`config.mk`:
```
export PLATFORM = sky130hd
export DESIGN_NAME = instr_decode_queue
export DESIGN_NICKNAME = d
export VERILOG_FILES = /design/src/rtl/instr_decode_queue_pkg.sv /design/src/rtl/instr_decode_queue_rv32i_decode_core.sv /design/src/rtl/instr_decode_queue.sv
export SDC_FILE = /design/constraint.sdc
export NUM_CORES = 1
export LEC_CHECK = 0
export BUFFER_PORTS_ARGS = -buffer_cell sky130_fd_sc_hd__buf_2
export CORE_UTILIZATION = 45
export DETAILED_ROUTE_END_ITERATION = 10
export PLACE_DENSITY = 0.59
export SLEW_MARGIN = 30
export SYNTH_ARGS = -nofsm -noshare
export SYNTH_HDL_FRONTEND = slang
export SYNTH_SLANG_ARGS = --single-unit
```
`constraint.sdc`:
```
create_clock -name clk_in -period 25.8 [get_ports clk_in]
set_input_delay 2.58 -clock clk_in [delete_from_list [all_inputs] [get_ports clk_in]]
set_output_delay 2.58 -clock clk_in [all_outputs]
set_load 0.005 [all_outputs]
```
`src/rtl/instr_decode_queue_pkg.sv`:
```
// Shared definitions for the buffered RV32I decode stage.
// Holds the major opcode constants, the operation-type codes carried with
// every decoded micro-op, the register index type, and the control part of
// a queue slot.
package instr_decode_queue_pkg;

    typedef logic [5:0] OPCODE_TYPE;
    typedef logic [4:0] REG_RANGE;

    localparam REG_RANGE REG_ZERO = 5'd0;

    // Major opcodes (instr[6:0])
    localparam logic [6:0] OPC_LUI    = 7'b0110111;
    localparam logic [6:0] OPC_AUIPC  = 7'b0010111;
    localparam logic [6:0] OPC_JAL    = 7'b1101111;
    localparam logic [6:0] OPC_JALR   = 7'b1100111;
    localparam logic [6:0] OPC_BRANCH = 7'b1100011;
    localparam logic [6:0] OPC_LOAD   = 7'b0000011;
    localparam logic [6:0] OPC_STORE  = 7'b0100011;
    localparam logic [6:0] OPC_OP_IMM = 7'b0010011;
    localparam logic [6:0] OPC_OP     = 7'b0110011;

    // NOP is code 0 so an empty queue's zeroed outputs read as a NOP
    localparam OPCODE_TYPE OPTYPE_NOP   = 6'd0;
    localparam OPCODE_TYPE OPTYPE_LUI   = 6'd1;
    localparam OPCODE_TYPE OPTYPE_AUIPC = 6'd2;
    localparam OPCODE_TYPE OPTYPE_JAL   = 6'd3;
    localparam OPCODE_TYPE OPTYPE_JALR  = 6'd4;
    localparam OPCODE_TYPE OPTYPE_BEQ   = 6'd5;
    localparam OPCODE_TYPE OPTYPE_BNE   = 6'd6;
    localparam OPCODE_TYPE OPTYPE_BLT   = 6'd7;
    localparam OPCODE_TYPE OPTYPE_BGE   = 6'd8;
    localparam OPCODE_TYPE OPTYPE_BLTU  = 6'd9;
    localparam OPCODE_TYPE OPTYPE_BGEU  = 6'd10;
    localparam OPCODE_TYPE OPTYPE_LB    = 6'd11;
    localparam OPCODE_TYPE OPTYPE_LH    = 6'd12;
    localparam OPCODE_TYPE OPTYPE_LW    = 6'd13;
    localparam OPCODE_TYPE OPTYPE_LBU   = 6'd14;
    localparam OPCODE_TYPE OPTYPE_LHU   = 6'd15;
    localparam OPCODE_TYPE OPTYPE_SB    = 6'd16;
    localparam OPCODE_TYPE OPTYPE_SH    = 6'd17;
    localparam OPCODE_TYPE OPTYPE_SW    = 6'd18;
    localparam OPCODE_TYPE OPTYPE_ADDI  = 6'd19;
    localparam OPCODE_TYPE OPTYPE_SLTI  = 6'd20;
    localparam OPCODE_TYPE OPTYPE_SLTIU = 6'd21;
    localparam OPCODE_TYPE OPTYPE_XORI  = 6'd22;
    localparam OPCODE_TYPE OPTYPE_ORI   = 6'd23;
    localparam OPCODE_TYPE OPTYPE_ANDI  = 6'd24;
    localparam OPCODE_TYPE OPTYPE_SLLI  = 6'd25;
    localparam OPCODE_TYPE OPTYPE_SRLI  = 6'd26;
    localparam OPCODE_TYPE OPTYPE_SRAI  = 6'd27;
    localparam OPCODE_TYPE OPTYPE_ADD   = 6'd28;
    localparam OPCODE_TYPE OPTYPE_SUB   = 6'd29;
    localparam OPCODE_TYPE OPTYPE_SLL   = 6'd30;
    localparam OPCODE_TYPE OPTYPE_SLT   = 6'd31;
    localparam OPCODE_TYPE OPTYPE_SLTU  = 6'd32;
    localparam OPCODE_TYPE OPTYPE_XOR   = 6'd33;
    localparam OPCODE_TYPE OPTYPE_SRL   = 6'd34;
    localparam OPCODE_TYPE OPTYPE_SRA   = 6'd35;
    localparam OPCODE_TYPE OPTYPE_OR    = 6'd36;
    localparam OPCODE_TYPE OPTYPE_AND   = 6'd37;

    // Control portion of a queue slot (imm and pc are stored separately
    // because their width follows XLEN)
    typedef struct packed {
        logic       illegal;
        logic       is_ls;
        logic       is_jump;
        logic       pred_jump;
        OPCODE_TYPE optype;
        REG_RANGE   rd;
        REG_RANGE   rs1;
        REG_RANGE   rs2;
    } uop_ctrl_t;

endpackage

```
`src/rtl/instr_decode_queue_rv32i_decode_core.sv`:
```
// rv32i_decode_core: purely combinational RV32I (no FENCE/SYSTEM) decoder.
// Ports:
//   instr   in   raw instruction
//   optype  out  operation code (OPTYPE_NOP when illegal)
//   rd/rs1/rs2 out register indices, forced to 0 where unused
//   imm     out  sign-extended immediate
//   is_ls, is_jump, illegal out decoded flags
module rv32i_decode_core
    import instr_decode_queue_pkg::*;
#(
    parameter int XLEN = 32
) (
    input  logic [XLEN-1:0] instr,
    output OPCODE_TYPE      optype,
    output REG_RANGE        rd,
    output REG_RANGE        rs1,
    output REG_RANGE        rs2,
    output logic [XLEN-1:0] imm,
    output logic            is_ls,
    output logic            is_jump,
    output logic            illegal
);

    logic [6:0] opcode;
    logic [2:0] funct3;
    logic [XLEN-1:0] imm_i, imm_s, imm_b, imm_u, imm_j;

    OPCODE_TYPE      optype_d;
    REG_RANGE        rd_d, rs1_d, rs2_d;
    logic [XLEN-1:0] imm_d;
    logic            is_ls_d, is_jump_d;

    assign opcode = instr[6:0];
    assign funct3 = instr[14:12];

    assign imm_i = {{(XLEN-11){instr[31]}}, instr[30:20]};
    assign imm_s = {{(XLEN-11){instr[31]}}, instr[30:25], instr[11:7]};
    assign imm_b = {{(XLEN-12){instr[31]}}, instr[7], instr[30:25], instr[11:8], 1'b0};
    assign imm_u = {{(XLEN-31){instr[31]}}, instr[30:12], 12'd0};
    assign imm_j = {{(XLEN-20){instr[31]}}, instr[19:12], instr[20], instr[30:21], 1'b0};

    // Field decode per opcode; illegal results are masked below
    always_comb begin
        optype_d  = OPTYPE_NOP;
        rd_d      = REG_ZERO;
        rs1_d     = REG_ZERO;
        rs2_d     = REG_ZERO;
        imm_d     = '0;
        is_ls_d   = 1'b0;
        is_jump_d = 1'b0;
        illegal   = 1'b0;
        case (opcode)
            OPC_LUI, OPC_AUIPC: begin
                optype_d = instr[5] ? OPTYPE_LUI : OPTYPE_AUIPC;
                rd_d     = instr[11:7];
                imm_d    = imm_u;
            end
            OPC_JAL: begin
                optype_d  = OPTYPE_JAL;
                rd_d      = instr[11:7];
                imm_d     = imm_j;
                is_jump_d = 1'b1;
            end
            OPC_JALR: begin
                optype_d  = OPTYPE_JALR;
                rd_d      = instr[11:7];
                rs1_d     = instr[19:15];
                imm_d     = imm_i;
                is_jump_d = 1'b1;
            end
            OPC_BRANCH: begin
                rs1_d     = instr[19:15];
                rs2_d     = instr[24:20];
                imm_d     = imm_b;
                is_jump_d = 1'b1;
                case (funct3)
                    3'b000:  optype_d = OPTYPE_BEQ;
                    3'b001:  optype_d = OPTYPE_BNE;
                    3'b100:  optype_d = OPTYPE_BLT;
                    3'b101:  optype_d = OPTYPE_BGE;
                    3'b110:  optype_d = OPTYPE_BLTU;
                    3'b111:  optype_d = OPTYPE_BGEU;
                    default: illegal  = 1'b1;
                endcase
            end
            OPC_LOAD: begin
                rd_d    = instr[11:7];
                rs1_d   = instr[19:15];
                imm_d   = imm_i;
                is_ls_d = 1'b1;
                case (funct3)
                    3'b000:  optype_d = OPTYPE_LB;
                    3'b001:  optype_d = OPTYPE_LH;
                    3'b010:  optype_d = OPTYPE_LW;
                    3'b100:  optype_d = OPTYPE_LBU;
                    3'b101:  optype_d = OPTYPE_LHU;
                    default: illegal  = 1'b1;
                endcase
            end
            OPC_STORE: begin
                rs1_d   = instr[19:15];
                rs2_d   = instr[24:20];
                imm_d   = imm_s;
                is_ls_d = 1'b1;
                case (funct3)
                    3'b000:  optype_d = OPTYPE_SB;
                    3'b001:  optype_d = OPTYPE_SH;
                    3'b010:  optype_d = OPTYPE_SW;
                    default: illegal  = 1'b1;
                endcase
            end
            OPC_OP_IMM: begin
                rd_d  = instr[11:7];
                rs1_d = instr[19:15];
                imm_d = imm_i;
                case (funct3)
                    3'b000:  optype_d = OPTYPE_ADDI;
                    3'b001:  optype_d = OPTYPE_SLLI;
                    3'b010:  optype_d = OPTYPE_SLTI;
                    3'b011:  optype_d = OPTYPE_SLTIU;
                    3'b100:  optype_d = OPTYPE_XORI;
                    3'b101:  optype_d = instr[30] ? OPTYPE_SRAI : OPTYPE_SRLI;
                    3'b110:  optype_d = OPTYPE_ORI;
                    3'b111:  optype_d = OPTYPE_ANDI;
                    default: optype_d = OPTYPE_NOP;
                endcase
            end
            OPC_OP: begin
                rd_d  = instr[11:7];
                rs1_d = instr[19:15];
                rs2_d = instr[24:20];
                case (funct3)
                    3'b000:  optype_d = instr[30] ? OPTYPE_SUB : OPTYPE_ADD;
                    3'b001:  optype_d = OPTYPE_SLL;
                    3'b010:  optype_d = OPTYPE_SLT;
                    3'b011:  optype_d = OPTYPE_SLTU;
                    3'b100:  optype_d = OPTYPE_XOR;
                    3'b101:  optype_d = instr[30] ? OPTYPE_SRA : OPTYPE_SRL;
                    3'b110:  optype_d = OPTYPE_OR;
                    3'b111:  optype_d = OPTYPE_AND;
                    default: optype_d = OPTYPE_NOP;
                endcase
            end
            default: illegal = 1'b1;
        endcase
    end

    // An illegal instruction carries no operands or flags at all
    assign optype  = illegal ? OPTYPE_NOP : optype_d;
    assign rd      = illegal ? REG_ZERO : rd_d;
    assign rs1     = illegal ? REG_ZERO : rs1_d;
    assign rs2     = illegal ? REG_ZERO : rs2_d;
    assign imm     = illegal ? '0 : imm_d;
    assign is_ls   = illegal ? 1'b0 : is_ls_d;
    assign is_jump = illegal ? 1'b0 : is_jump_d;

endmodule

```
`src/rtl/instr_decode_queue.sv`:
```
// instr_decode_queue: decode-on-enqueue circular queue of micro-ops.
// Ports:
//   clk_in, rst_in (async, active-high), rdy_in (global freeze when low),
//   flush_in (clears queue next edge)
//   in_valid/in_ready with in_instr, in_pc, in_pred_jump from fetch
//   out_valid/out_ready with decoded head fields towards dispatch
module instr_decode_queue
    import instr_decode_queue_pkg::*;
#(
    parameter int DEPTH_LOG = 3,
    parameter int XLEN      = 32
) (
    input  logic            clk_in,
    input  logic            rst_in,
    input  logic            rdy_in,
    input  logic            flush_in,
    input  logic            in_valid,
    input  logic [XLEN-1:0] in_instr,
    input  logic [XLEN-1:0] in_pc,
    input  logic            in_pred_jump,
    output logic            in_ready,
    output logic            out_valid,
    input  logic            out_ready,
    output logic            out_is_ls,
    output logic            out_is_jump,
    output logic            out_illegal,
    output logic            out_pred_jump,
    output OPCODE_TYPE      out_optype,
    output REG_RANGE        out_rd,
    output REG_RANGE        out_rs1,
    output REG_RANGE        out_rs2,
    output logic [XLEN-1:0] out_imm,
    output logic [XLEN-1:0] out_pc
);

    localparam int DEPTH = 1 << DEPTH_LOG;
    localparam logic [DEPTH_LOG:0] FULL_COUNT = (DEPTH_LOG+1)'(1) << DEPTH_LOG;

    logic [DEPTH_LOG-1:0] head, tail;
    logic [DEPTH_LOG:0]   count;

    uop_ctrl_t       mem_ctrl [DEPTH];
    logic [XLEN-1:0] mem_imm  [DEPTH];
    logic [XLEN-1:0] mem_pc   [DEPTH];

    uop_ctrl_t       dec_ctrl;
    logic [XLEN-1:0] dec_imm;
    logic            push, pop, not_empty;

    rv32i_decode_core #(.XLEN(XLEN)) u_decode (
        .instr   (in_instr),
        .optype  (dec_ctrl.optype),
        .rd      (dec_ctrl.rd),
        .rs1     (dec_ctrl.rs1),
        .rs2     (dec_ctrl.rs2),
        .imm     (dec_imm),
        .is_ls   (dec_ctrl.is_ls),
        .is_jump (dec_ctrl.is_jump),
        .illegal (dec_ctrl.illegal)
    );
    assign dec_ctrl.pred_jump = in_pred_jump;

    // Handshakes depend only on registered count, so a pop never frees a
    // slot for a push in the same cycle
    assign not_empty = (count != '0);
    assign in_ready  = (count != FULL_COUNT) && rdy_in;
    assign out_valid = not_empty && rdy_in;
    assign push      = in_valid && in_ready && !flush_in;
    assign pop       = out_valid && out_ready && !flush_in;

    // Pointer and occupancy update; flush outranks push and pop
    always_ff @(posedge clk_in or posedge rst_in) begin
        if (rst_in) begin
            head  <= '0;
            tail  <= '0;
            count <= '0;
        end else if (flush_in) begin
            head  <= '0;
            tail  <= '0;
            count <= '0;
        end else begin
            if (push) begin
                tail <= tail + 1'b1;
            end
            if (pop) begin
                head <= head + 1'b1;
            end
            if (push && !pop) begin
                count <= count + 1'b1;
            end else if (pop && !push) begin
                count <= count - 1'b1;
            end
        end
    end

    // Slot storage (deliberately not reset)
    always_ff @(posedge clk_in) begin
        if (push) begin
            mem_ctrl[tail] <= dec_ctrl;
            mem_imm[tail]  <= dec_imm;
            mem_pc[tail]   <= in_pc;
        end
    end

    // Head read-out, zeroed whenever the queue is empty
    always_comb begin
        if (not_empty) begin
            out_is_ls     = mem_ctrl[head].is_ls;
            out_is_jump   = mem_ctrl[head].is_jump;
            out_illegal   = mem_ctrl[head].illegal;
            out_pred_jump = mem_ctrl[head].pred_jump;
            out_optype    = mem_ctrl[head].optype;
            out_rd        = mem_ctrl[head].rd;
            out_rs1       = mem_ctrl[head].rs1;
            out_rs2       = mem_ctrl[head].rs2;
            out_imm       = mem_imm[head];
            out_pc        = mem_pc[head];
        end else begin
            out_is_ls     = 1'b0;
            out_is_jump   = 1'b0;
            out_illegal   = 1'b0;
            out_pred_jump = 1'b0;
            out_optype    = OPTYPE_NOP;
            out_rd        = REG_ZERO;
            out_rs1       = REG_ZERO;
            out_rs2       = REG_ZERO;
            out_imm       = '0;
            out_pc        = '0;
        end
    end

endmodule

```
Word level (Yosys, flattened, before mapping)

Memory sizes are Yosys's and may differ from the RTL's.
Index checks and enable logic that the tools add are counted.

Bits in registers: 10
Memory bits (writable): 712
Input port bits: 71
Output and inout bits: 91
Memories: 3

$add $sub $neg: 4
Equality and inequality tests: 17
Mux-type cells: 46
Reduce and logical (&&, ||, !) cells: 27

Memories:

| memory   | words | bits a word | read ports | clocked after memory_dff | wr ports | line                     | source |
|---|---|---|---|---|---|---|---|
| mem_imm  | 8     | 32          | 1          | 0                        | 1        | instr_decode_queue.sv:43 | `logic [XLEN-1:0] mem_imm [DEPTH];` |
| mem_pc   | 8     | 32          | 1          | 0                        | 1        | instr_decode_queue.sv:44 | `logic [XLEN-1:0] mem_pc [DEPTH];` |
| mem_ctrl | 8     | 25          | 1          | 0                        | 1        | instr_decode_queue.sv:42 | `uop_ctrl_t mem_ctrl [DEPTH];` |

Operators with widths:

| cell                  | number |
|---|---|
| $pmux W32 S5          | 1 |
| $pmux W6 S8           | 3 |
| $mux W32              | 3 |
| $mux W5               | 9 |
| $pmux W4 S6           | 1 |
| $eq A7 B6 Y1 const B  | 3 |
| $eq A7 B7 Y1 const B  | 3 |
| $pmux W4 S5           | 1 |
| $reduce_or A6 Y1      | 3 |
| $mux W1               | 16 |
| $pmux W5 S3           | 1 |
| $eq A7 B5 Y1 const B  | 2 |
| $eq A3 B3 Y1 const B  | 4 |
| $mux W3               | 4 |
| $mux W4               | 3 |
| $mux W6               | 2 |
| $reduce_or A3 Y1      | 4 |
| $logic_and A1 B1 Y1   | 8 |
| $eq A7 B2 Y1 const B  | 1 |
| $reduce_or A7 Y1      | 1 |
| $add A3 B1 Y3 const B | 2 |
| $eq A3 B2 Y1 const B  | 2 |
| $reduce_or A5 Y1      | 1 |
| $add A4 B1 Y4 const B | 1 |
| other kinds (11)      | 15 |

Longest topological paths before layout

Word-level depth: 9
Mapped depth: 10
Depth with buffers taken out: 10

Hierarchy

From an unflattened synthesis, not the netlist that was laid out.

Cell total of the unflattened synthesis: 1,428
Area, all modules: 28,820.1 µm²

Modules (own cells, without submodules):

| module             | times used | cells each | area each (µm²) | seq. area each (µm²) |
|---|---|---|---|---|
| instr_decode_queue | 1          | 1,210      | 27,607.7        | 21,630.7 |
| rv32i_decode_core  | 1          | 218        | 1,212.4         | 0.0 |

Least setup slack after synthesis

No wires, ideal clock.

Path type: input to register
Start: input flush_in
End: memory mem_ctrl[6][0] (netlist bit) (enable)
Setup time: 0.765 ns
Arrival: 11.254 ns
Slack: 13.781 ns
Cell stages on the path: 1
Buffers on the path: 0
Cell sequence: nor4_1

Word-level cells in the longest chain between the ends: 4

RTL lines:

| item                          | line                     | source |
|---|---|---|
| start: declaration            | instr_decode_queue.sv:16 | `input logic flush_in,` |
| $logic_not A1 Y1              | instr_decode_queue.sv:68 | `assign push = in_valid && in_ready && !flush_in;` |
| $logic_and A1 B1 Y1           | instr_decode_queue.sv:68 |  |
| $mux W1                       | instr_decode_queue.sv:98 | `if (push) begin` |
| $mux W1 (implied by the code) | instr_decode_queue.sv:99 | `mem_ctrl[tail] <= dec_ctrl;` |
| end: declaration              | instr_decode_queue.sv:42 |  |

No other way between the ends.

Final worst setup path

Start: register head[0]
End: output out_imm[11]

Word-level cells in the longest chain between the ends: 2

RTL lines:

| item                     | line                      | source |
|---|---|---|
| start: declaration       | instr_decode_queue.sv:39  | `logic [DEPTH_LOG-1:0] head, tail;` |
| start signal: assignment | instr_decode_queue.sv:86  | `head <= head + 1'b1;` |
| $mem_v2 Z8 W32           | -                         |  |
| $mux W32                 | instr_decode_queue.sv:107 | `if (not_empty) begin` |
| end: declaration         | instr_decode_queue.sv:32  | `output logic [XLEN-1:0] out_imm,` |

No other way between the ends.

==> impl_metrics.toml <==
[outcome]
status = "complete, no violations"

[clock_network]
clkLatencyLatePin_ns = 0.63
clk_pin_slew_ns = 0.06
cts_tree = "done"
cts_resized = 0
clock-sinks = 722
cts_hold_buf = 0
htree_levels = 3
cts_buffer_depth = 3
cts_inserted_buffers = 75
post_cts_buffers = 0
cts-root-buf = "clkbuf_16"

[setup_path]
cp_slowest_cell = "dfrtp_4"
cp-start-kind = "flip-flop"
max_stage_delay_ns = 0.62
crit_chain = "buf_12 -> buf_16 -> mux4_2 -> mux2i_1 -> nor2_1 -> buf_2"
worst_ep_arrival_time_ns = 3.40
endpoint_kind = "output port"
crit_type = "flip-flop to output port"
crit_required_ns = 23.22
crit_fanout = 67

[drt]
drc = 0
viasPerCell = 5.616
first_pass_iters = 6
drt-initial-drc-count = 958
wl_met2_um = 31100
finalWirelength_um = 63510
vias = 14030
wl_per_cell_um = 25.41
met3_length_um = 3607
highest_layer = "met5"
wl_met1_um = 27460
drtAntennaViolNets = 0

[sta]
fmax_mhz = 167.2
fin_ws_ns = 19.82
finalClockSkew_ns = 0.02069
rsz0062_at_grt = "false"
hold_viol_final = 0
tns_ns = 0
period_needed_ns = 5.982
worst_pin_slew_ns = 0.9396
finalCritPeriodShare = 0.2319
setup_violations = 0
slew_headroom = 0.3736
maxSlewViolCount = 0
holdWs_ns = 0.6432

[logic_synthesis]
synth_edf_count = 712
syn_inst = 1406
syn-cell-area_sq_um = 28790
synth_area_leaders = "edfxtp_1 (74%), mux4_2 (14%), mux2i_1 (3.3%)"
synth_flop_cell = "edfxtp_1"
seq_area_frac_synth = 0.7513
syn-num-nets = 1482
yosys_warnings = 0
synthDistinctLibCells = 61
async_flop_share = 0.01385
yosys_register_bits = 722
synth.largest_area_cell = "edfxtp_1"
synth.top_cell.area_share = 0.7426
avgSynthCellArea_sq_um = 20.48

[power]
power_frac_clock = 0.375
powerDensity_nw_per_um2 = 82.44
p_leak_nw = 10.20
sequentialPowerShare = 0.480
power_mw = 2.718
switchingPower_uw = 654.4
vdd_drop_max_v = 0.00007161
p_int_mw = 2.063
sw_frac_of_total = 0.2408
comb_power_share = 0.145

[cells_and_area]
syn2layout_area_growth_pct = 14.51
drive_gt1_frac = 0.3040
final.fill_count = 5014
finish.utilization = 0.5217
final_cell_area_sq_um = 32970
nets = 1670
fin_cells = 2499

[die]
die_w_um = 254.9
rows = 92
die_area_sq_um = 64990
die_y_um = 254.9
design.core.area_sq_um = 63200
boundaryPins = 162
start_util = 0.4556

[global_routing]
grt.overflow.total = 0
track_usage = 0.2003
grt_pass1_vias = 14530
grt_pass1_wl_um = 93850
antenna_found_initial = 10
grt_start_max_net_pins = 68

[hold_path]
hold_path.class = "flip-flop to flip-flop"

[placement]
portBuffers = 161
post-place-cells = 2362
preCtsSetupSlack_ns = 20.24
dpl-instance-area_sq_um = 30650
finalWeightedCongestion = 0.8353
dpl.hpwl_um = 35410

[run]
drv_cap = 0
-- worst max-delay path: cells and delay by family, from the launching register on --
family                 cells  cell delay [ns]
DFF                        1             0.62
muxes                      2             0.95
and+or+nand+nor            1             0.08
buffers and inverters      3             1.03
-- routing by layer --
layer,up-vias,track usage
met4,12,0.05304
met2,367,0.3255
li1,6143,-
met5,-,0
met3,105,0.04515
met1,7407,0.2740
-- state kept, by name, summed over array words and instances (netlist names) --
signal and cells:
head 3, mem_ctrl 200, count 4, tail 3, mem_pc 256, mem_imm 256
-- area by class of cell --
cell class / instances / area (sq um) / area share
inverter: 10 / 37.54 / 0.001139
multi-input combinational: 595 / 6818 / 0.2068
timing repair buffer: 190 / 1109 / 0.03363
clock inverter: 40 / 331.6 / 0.01006
antenna: 5 / 12.51 / 0.0003795
sequential: 722 / 21640 / 0.6565
tap: 846 / 1059 / 0.03211
clock buffer: 91 / 1958 / 0.05940
-- path summary, 6_finish.rpt --
| path | cells past startpoint | slack (ns) | end | start |
|---|---|---|---|---|
| worst max-delay path | 6 | 19.82 | out_imm[11] | head[0]$_DFFE_PP0P_ |
| max in group asynchronous | 2 | 23.53 | head[0]$_DFFE_PP0P_ | rst_in |
| worst max register to register | 10 | 22.12 | count[3]$_DFFE_PP0P_ | count[0]$_DFFE_PP0P_ |
| worst min-delay path | 2 | 0.64 | count[2]$_DFFE_PP0P_ | count[2]$_DFFE_PP0P_ |
| worst min register to register | 2 | 0.64 | count[2]$_DFFE_PP0P_ | count[2]$_DFFE_PP0P_ |
| min in group asynchronous | 2 | 1.95 | count[1]$_DFFE_PP0P_ | rst_in |
-- power groups by stage --
stage | combinational, mW | clock (mW) | sequential, mW
3_3_place_gp | 0.402 | 0 | 1.33
5_1_grt | 0.435 | 1.08 | 1.31
2_1_floorplan | 0.244 | 0 | 1.33
4_1_cts | 0.409 | 1.04 | 1.31
3_5_place_dp | 0.407 | 0 | 1.33
6_report | 0.394 | 1.02 | 1.31
-- kinds of logic (layout without fill, tap and decap cells) --
family / after synthesis / in the layout / share of synthesized area
DFF: 722 / 722 / 0.7513
muxes: 273 / 273 / 0.1723
and+or+nand+nor: 233 / 233 / 0.03894
buffers and inverters: 89 / 331 / 0.01395
AOI/OAI and AO/OA: 76 / 76 / 0.01838
xor gates and xnor gates: 8 / 8 / 0.002695
adders and majority gates: 5 / 5 / 0.002434
other: 0 / 5 / 0
-- cells in the final DEF (no fill, tap or decap), types with 4 or more instances in the layout --
cell       instances
edfxtp_1         712
mux4_2           178
buf_2            161
nor2_1           116
mux2i_1           95
clkbuf_16         76
nand2_1           39
clkinv_1          22
a21oi_1           22
and2_1            20
buf_4             20
clkbuf_1          15
a21oi_2           11
o21ai_0           10
nor2b_1            9
inv_1              8
clkinv_2           7
dfrtp_1            7
nor3b_2            6
o211ai_1           6
nand3_1            6
diode_2            5
and4_1             5
inv_6              5
bufinv_16          5
xor2_1             4
nand2b_1           4
nor3_1             4
a22oi_1            4
ha_1               4
buf_6              4
-- synth_stat cells, types with 4 or more instances --
cell type / instances
inv_1: 8
a21oi_1: 22
buf_1: 11
nor2_1: 117
nor3_1: 5
xor2_1: 4
nand2_1: 39
buf_6: 4
nor2b_1: 9
and3b_1: 4
dfrtp_1: 10
and4_1: 5
and2_1: 20
nor3b_1: 6
mux2i_1: 95
buf_2: 24
nand2b_1: 4
clkbuf_1: 38
a22oi_1: 4
ha_1: 4
edfxtp_1: 712
nand3_1: 6
o211ai_1: 6
mux4_2: 178
o21ai_0: 10
a21oi_2: 11
Note: power is estimated with default switching activity, not from simulation.
